===== config.mk =====
export PLATFORM = sky130hd
export DESIGN_NAME = intr_context_ctrl
export DESIGN_NICKNAME = d
export VERILOG_FILES = /design/src/rtl/intr_context_ctrl_pkg.sv /design/src/rtl/intr_ret_stack.sv /design/src/rtl/intr_context_ctrl.sv
export SDC_FILE = /design/constraint.sdc
export NUM_CORES = 1
export LEC_CHECK = 0
export CORE_UTILIZATION = 56
export CTS_CLUSTER_DIAMETER = 200
export CTS_CLUSTER_SIZE = 16
export DETAILED_ROUTE_END_ITERATION = 10
export DONT_BUFFER_PORTS = 1
export PLACE_DENSITY_LB_ADDON = 0.3
export SLEW_MARGIN = 25
export SYNTH_ARGS = -nofsm -noshare
export SYNTH_HDL_FRONTEND = slang
export SYNTH_SLANG_ARGS = --single-unit

===== constraint.sdc =====
create_clock -name clk -period 2.2 [get_ports clk]
set_input_delay 0.44 -clock clk [delete_from_list [all_inputs] [get_ports clk]]
set_output_delay 0.44 -clock clk [all_outputs]
set_load 0.1 [all_outputs]

===== src/rtl/intr_context_ctrl_pkg.sv =====
`default_nettype none
// ============================================================================
// Module      : intr_context_ctrl_pkg
// Description : Shared definitions for the interrupt context controller:
//               default address width, controller state encoding and the
//               well-known ISR vector addresses.
// Revision    : 1.0 - initial release
// ============================================================================
package intr_context_ctrl_pkg;

    localparam int c_ADDR_W_DEFAULT = 10;

    typedef enum logic [1:0] {
        ST_IDLE   = 2'd0,
        ST_ENTER  = 2'd1,
        ST_ISR    = 2'd2,
        ST_RETURN = 2'd3
    } state_t;

    localparam logic [9:0] c_VEC_TIMER     = 10'h013;
    localparam logic [9:0] c_VEC_EXCEPTION = 10'h3FB;
    localparam logic [9:0] c_VEC_PORT      = 10'h3FC;
    localparam logic [9:0] c_VEC_SYSCALL   = 10'h3FD;

endpackage
`default_nettype wire


===== src/rtl/intr_ret_stack.sv =====
`default_nettype none
// ============================================================================
// Module      : intr_ret_stack
// Description : LIFO holding interrupt return addresses.
//   clk, reset  : clock, synchronous active-high reset (empties the stack)
//   push        : write push_data on top (ignored when full)
//   pop         : discard top entry (ignored when empty)
//   top         : current top entry, 0 when empty
//   count       : number of valid entries
//   full, empty : occupancy flags
// Revision    : 1.0 - initial release
// ============================================================================
module intr_ret_stack #(
    parameter  int DEPTH  = 4,
    parameter  int ADDR_W = 10,
    localparam int CNT_W  = $clog2(DEPTH + 1),
    localparam int IDX_W  = (DEPTH > 1) ? $clog2(DEPTH) : 1
) (
    input  logic              clk,
    input  logic              reset,
    input  logic              push,
    input  logic              pop,
    input  logic [ADDR_W-1:0] push_data,
    output logic [ADDR_W-1:0] top,
    output logic [CNT_W-1:0]  count,
    output logic              full,
    output logic              empty
);

    logic [ADDR_W-1:0] r_mem [DEPTH];
    logic [CNT_W-1:0]  r_count;
    logic [IDX_W-1:0]  w_wr_idx;
    logic [IDX_W-1:0]  w_rd_idx;
    logic              w_do_push;
    logic              w_do_pop;

    assign w_wr_idx  = IDX_W'(r_count);
    assign w_rd_idx  = IDX_W'(r_count - 1'b1);
    assign full      = (r_count == CNT_W'(DEPTH));
    assign empty     = (r_count == '0);
    assign w_do_push = push && !full;
    // Push has priority so a simultaneous push/pop can never corrupt count.
    assign w_do_pop  = pop && !empty && !w_do_push;

    // Storage carries no reset: validity is tracked solely by r_count.
    always_ff @(posedge clk) begin
        if (w_do_push) begin
            r_mem[w_wr_idx] <= push_data;
        end
    end

    always_ff @(posedge clk) begin
        if (reset) begin
            r_count <= '0;
        end else if (w_do_push) begin
            r_count <= r_count + 1'b1;
        end else if (w_do_pop) begin
            r_count <= r_count - 1'b1;
        end
    end

    assign top   = empty ? '0 : r_mem[w_rd_idx];
    assign count = r_count;

endmodule
`default_nettype wire


===== src/rtl/intr_context_ctrl.sv =====
`default_nettype none
// ============================================================================
// Module      : intr_context_ctrl
// Description : Interrupt entry/return sequencer. Detects interrupt requests,
//               saves the return address on a nesting stack, redirects the
//               core to the ISR vector and back on return-from-interrupt.
//   clk, reset     : clock, synchronous active-high reset
//   s_interruption : interrupt request (rising edge = new request)
//   dir_in         : ISR vector, sampled on the request edge
//   pc_next        : return address candidate from the core
//   i_reti         : return-from-interrupt decoded this cycle
//   pc_sel         : registered; 1 = core loads pc_target
//   pc_target      : registered redirect address
//   s_finished     : registered one-cycle pulse on ISR completion
//   in_isr, depth  : nesting status
//   err_ovf/err_unf: sticky overflow / underflow flags
// Revision    : 1.0 - initial release
// ============================================================================
module intr_context_ctrl
    import intr_context_ctrl_pkg::*;
#(
    parameter  int ADDR_W = c_ADDR_W_DEFAULT,
    parameter  int DEPTH  = 4,
    localparam int CNT_W  = $clog2(DEPTH + 1)
) (
    input  logic              clk,
    input  logic              reset,
    input  logic              s_interruption,
    input  logic [ADDR_W-1:0] dir_in,
    input  logic [ADDR_W-1:0] pc_next,
    input  logic              i_reti,
    output logic              pc_sel,
    output logic [ADDR_W-1:0] pc_target,
    output logic              s_finished,
    output logic              in_isr,
    output logic [CNT_W-1:0]  depth,
    output logic              err_ovf,
    output logic              err_unf
);

    localparam logic [1:0] c_IDLE   = ST_IDLE;
    localparam logic [1:0] c_ENTER  = ST_ENTER;
    localparam logic [1:0] c_ISR    = ST_ISR;
    localparam logic [1:0] c_RETURN = ST_RETURN;

    logic [1:0]        r_state;
    logic              r_s_int_d;
    logic              r_pending;
    logic [ADDR_W-1:0] r_vec;
    logic              r_pc_sel;
    logic [ADDR_W-1:0] r_pc_target;
    logic              r_s_finished;
    logic              r_err_ovf;
    logic              r_err_unf;

    logic [1:0]        w_next_state;
    logic              w_rise;
    logic              w_push;
    logic              w_pop;
    logic              w_take;
    logic              w_set_ovf;
    logic              w_set_unf;
    logic [ADDR_W-1:0] w_top;
    logic [CNT_W-1:0]  w_count;
    logic              w_full;
    logic              w_empty;

    assign w_rise = s_interruption && !r_s_int_d;

    intr_ret_stack #(
        .DEPTH  (DEPTH),
        .ADDR_W (ADDR_W)
    ) u_ret_stack (
        .clk       (clk),
        .reset     (reset),
        .push      (w_push),
        .pop       (w_pop),
        .push_data (pc_next),
        .top       (w_top),
        .count     (w_count),
        .full      (w_full),
        .empty     (w_empty)
    );

    always_comb begin
        w_next_state = r_state;
        w_push       = 1'b0;
        w_pop        = 1'b0;
        w_take       = 1'b0;
        w_set_ovf    = 1'b0;
        w_set_unf    = 1'b0;
        case (r_state)
            c_IDLE: begin
                if (i_reti) begin
                    w_set_unf = 1'b1;
                end
                if (r_pending) begin
                    w_take = 1'b1;
                    if (w_full) begin
                        w_set_ovf = 1'b1;
                    end else begin
                        w_push       = 1'b1;
                        w_next_state = c_ENTER;
                    end
                end
            end
            c_ENTER: begin
                w_next_state = c_ISR;
            end
            c_ISR: begin
                // Return wins over a pending request; the request stays
                // pending and is serviced after the RETURN cycle.
                if (i_reti) begin
                    w_pop        = !w_empty;
                    w_next_state = c_RETURN;
                end else if (r_pending) begin
                    w_take = 1'b1;
                    if (w_full) begin
                        w_set_ovf = 1'b1;
                    end else begin
                        w_push       = 1'b1;
                        w_next_state = c_ENTER;
                    end
                end
            end
            c_RETURN: begin
                // w_count already reflects the pop done on entry to RETURN.
                w_next_state = (w_count != '0) ? c_ISR : c_IDLE;
            end
            default: begin
                w_next_state = c_IDLE;
            end
        endcase
    end

    always_ff @(posedge clk) begin
        if (reset) begin
            r_state      <= c_IDLE;
            r_s_int_d    <= 1'b0;
            r_pending    <= 1'b0;
            r_vec        <= '0;
            r_pc_sel     <= 1'b0;
            r_pc_target  <= '0;
            r_s_finished <= 1'b0;
            r_err_ovf    <= 1'b0;
            r_err_unf    <= 1'b0;
        end else begin
            r_state   <= w_next_state;
            r_s_int_d <= s_interruption;

            // A fresh edge re-arms pending even on the edge that consumes the
            // previous request, so back-to-back requests are not lost.
            if (w_rise) begin
                r_pending <= 1'b1;
                r_vec     <= dir_in;
            end else if (w_take) begin
                r_pending <= 1'b0;
            end

            r_pc_sel     <= (w_next_state == c_ENTER) || (w_next_state == c_RETURN);
            r_s_finished <= (w_next_state == c_RETURN);

            if (w_push) begin
                r_pc_target <= r_vec;
            end else if (w_pop) begin
                r_pc_target <= w_top;
            end

            if (w_set_ovf) begin
                r_err_ovf <= 1'b1;
            end
            if (w_set_unf) begin
                r_err_unf <= 1'b1;
            end
        end
    end

    assign pc_sel     = r_pc_sel;
    assign pc_target  = r_pc_target;
    assign s_finished = r_s_finished;
    assign depth      = w_count;
    assign in_isr     = (w_count != '0);
    assign err_ovf    = r_err_ovf;
    assign err_unf    = r_err_unf;

endmodule
`default_nettype wire

==> impl_metrics.yaml <==
global_routing:
  grt_pass1_wl_mm: 8.00
  grt_max_degree: 33
  grt_use_total_pct: 21.8
  overflow: 0
  grt_antenna_before_repair: 0
  grt_pass1_vias: 1638
pwr:
  p_per_area_nw_per_um2: 919
  cellLeakagePower_nw: 1.11
  ir_drop_uv: 643
  power_mw: 2.92
synth:
  syn_area_um2: 2780
  seq_area_frac_synth_pct: 65.6
  synth_seq_cells: 71
  syn-instance-count: 202
  syn_nets: 231
  synth.avg_cell_area_um2: 13.8
  synthDistinctLibCells: 36
  yosys_warnings: 0
cells_and_area:
  layout-area-overhead-vs-synth_pct: 14.2
  mostFrequentLayoutCells: "edfxtp_1, nand2_1, dfxtp_1"
  drive_above_1_share_pct: 28.5
  fillers: 357
  post-route-util_pct: 66.7
  finalInstanceArea_um2: 3170
  instances_no_fill: 295
  final_common_cell: "edfxtp_1"
  antenna_cells: 0
  final_nets: 252
cts:
  postCtsHoldBufs: 0
  path_clk_slew_ns: 0.07
  cts_resized: 0
  clock-sinks: 71
  tritoncts: "yes"
  htreeDepth: 3
  cts-root-buf: "clkbuf_8"
  cts_setup_buffers: 0
  clk_path_buf_depth: 2
  cts_buffers: 9
  clk_latency_ns: 0.35
die:
  die_w_um: 72.4
  io_pins: 42
  rows: 25
  core-area_um2: 4750
  initial_core_util_pct: 58.4
  die-area_um2: 5250
  die_h_um: 72.4
sta:
  skew_ns: 0.00860
  finalCriticalPeriod_ns: 1.93
  rsz0062_at_grt: "no"
  finalHoldViolations: 0
  fmax_ghz: 0.518
  max_slew_margin_pct: 67.1
  fin_ws_ns: 0.269
  min_period_over_period_pct: 87.8
  setup_viol: 0
  slew_viol_final: 0
  tightest_slew_ns: 0.494
placed_design:
  pre_cts_ws_ns: 0.302
  place_congestion: 0.831
  place_area_um2: 2970
  placedCellCount: 279
  io_buffer_count: 0
  dp_hpwl_mm: 3.45
route:
  drc: 0
  wirelength_mm: 5.05
  drtIter0Drc: 262
  dr.pass1.iters: 4
  ant_nets: 0
  wl_per_cell_um: 17.1
  viasPerCell: 5.68
  vias: 1677
setup_path:
  start_kind: "flop"
  critPathKind: "flop to output pin"
  path_max_fanout: 4
  crit_path_end_kind: "output pin"
  required_ns: 1.76
  cp_data_arrival_time_ns: 1.49
flow_run:
  maxCapViolations: 0
outcome:
  status: "complete, no violations"
min_path:
  hold_class: "input pin to flop"
[logic make-up after synthesis]
logic type	count (synthesis)	share of synthesized area (%)
compound gates	42	10.0
xor+xnor	1	0.315
fa+ha+maj	5	2.25
buf+inv	15	3.02
flops	71	65.6
mux	13	9.41
simple gates	55	9.46
[registers in the layout (all words and copies together), names as in the netlist]
name               count
r_state                2
r_s_int_d              1
pc_sel                 1
pc_target             10
s_finished             1
u_ret_stack.count      3
r_vec                 10
err_unf                1
err_ovf                1
u_ret_stack.r_mem     40
r_pending              1
[critical path, stage by stage (launching register included)]
cell and delay [ns]:
dfxtp_4 0.34, inv_1 0.12, ha_1 0.27, nor2b_4 0.25, inv_4 0.16
[layout make-up]
class / count / area (µm²) / share of cell area [%]
clock buffers: 9 / 124 / 3.90
repair buffers: 22 / 165 / 5.21
clock inverters: 7 / 77.6 / 2.44
inverters: 3 / 13.8 / 0.434
flip-flops and latches: 71 / 1830 / 57.6
well taps: 67 / 83.8 / 2.64
multi-input cells: 116 / 880 / 27.7
[power by group]
part           total [mW]  leakage (nW)  internal [mW]  switching, mW
sequential           1.48         0.617           1.45         0.0269
clock                1.05         0.101          0.535          0.519
combinational       0.384         0.388          0.124          0.260
total                2.92          1.11           2.11          0.806
[final timing paths]
path,start,end,slack [ns],cells past startpoint
max,u_ret_stack.count[1],in_isr,0.27,4
min,reset,u_ret_stack.count[1],0.14,1
max reg2reg,u_ret_stack.count[1],pc_target[6],0.29,8
min reg2reg,pc_target[1],pc_target[1],0.46,2
[per-layer routing]
layer  up-vias  track usage, %  wire length [µm]  share of wire, %
met3        14            7.22               395               7.8
met2        78            32.7              2380                47
met4         0            15.0               161               3.2
met5         -               0                 0                 0
met1       808            26.9              2120                42
li1        777               -                 -                 -
[metrics by stage]
step | hold slack [ns] | TNS (ns)
floorplan | 0.432 | -1.30
global placement | 0.439 | 0
detailed placement | 0.446 | 0
CTS | 0.127 | 0
global route | 0.125 | 0
finish | 0.143 | 0
[cell usage after synthesis]
cell type | instances | area [µm²]
inv_2 | 1 | 3.75
nand2_1 | 35 | 131
buf_1 | 1 | 3.75
nor2_2 | 1 | 6.26
inv_1 | 2 | 7.51
buf_4 | 5 | 37.5
clkbuf_1 | 4 | 15.0
mux2_4 | 1 | 15.0
a211oi_2 | 1 | 12.5
edfxtp_1 | 40 | 1200
nor2b_4 | 1 | 13.8
mux2i_1 | 1 | 10.0
a32oi_1 | 1 | 8.76
dfxtp_1 | 31 | 621
nor3_4 | 1 | 16.3
buf_6 | 1 | 11.3
xnor2_1 | 1 | 8.76
a22oi_1 | 10 | 75.1
nor2b_1 | 4 | 25.0
nor2b_2 | 1 | 8.76
nor2_1 | 6 | 22.5
a22oi_2 | 1 | 12.5
a21oi_2 | 1 | 8.76
nand2b_1 | 1 | 6.26
mux4_2 | 10 | 225
a21bo_4 | 1 | 16.3
a21oi_1 | 23 | 115
a211oi_1 | 2 | 15.0
mux2_2 | 1 | 11.3
o21ai_0 | 1 | 5.00
nor3_1 | 1 | 5.00
buf_2 | 1 | 5.00
and2_1 | 3 | 18.8
ha_1 | 5 | 62.6
and3b_1 | 1 | 8.76
a41oi_1 | 1 | 8.76
Power figures use the tool's default switching activity.
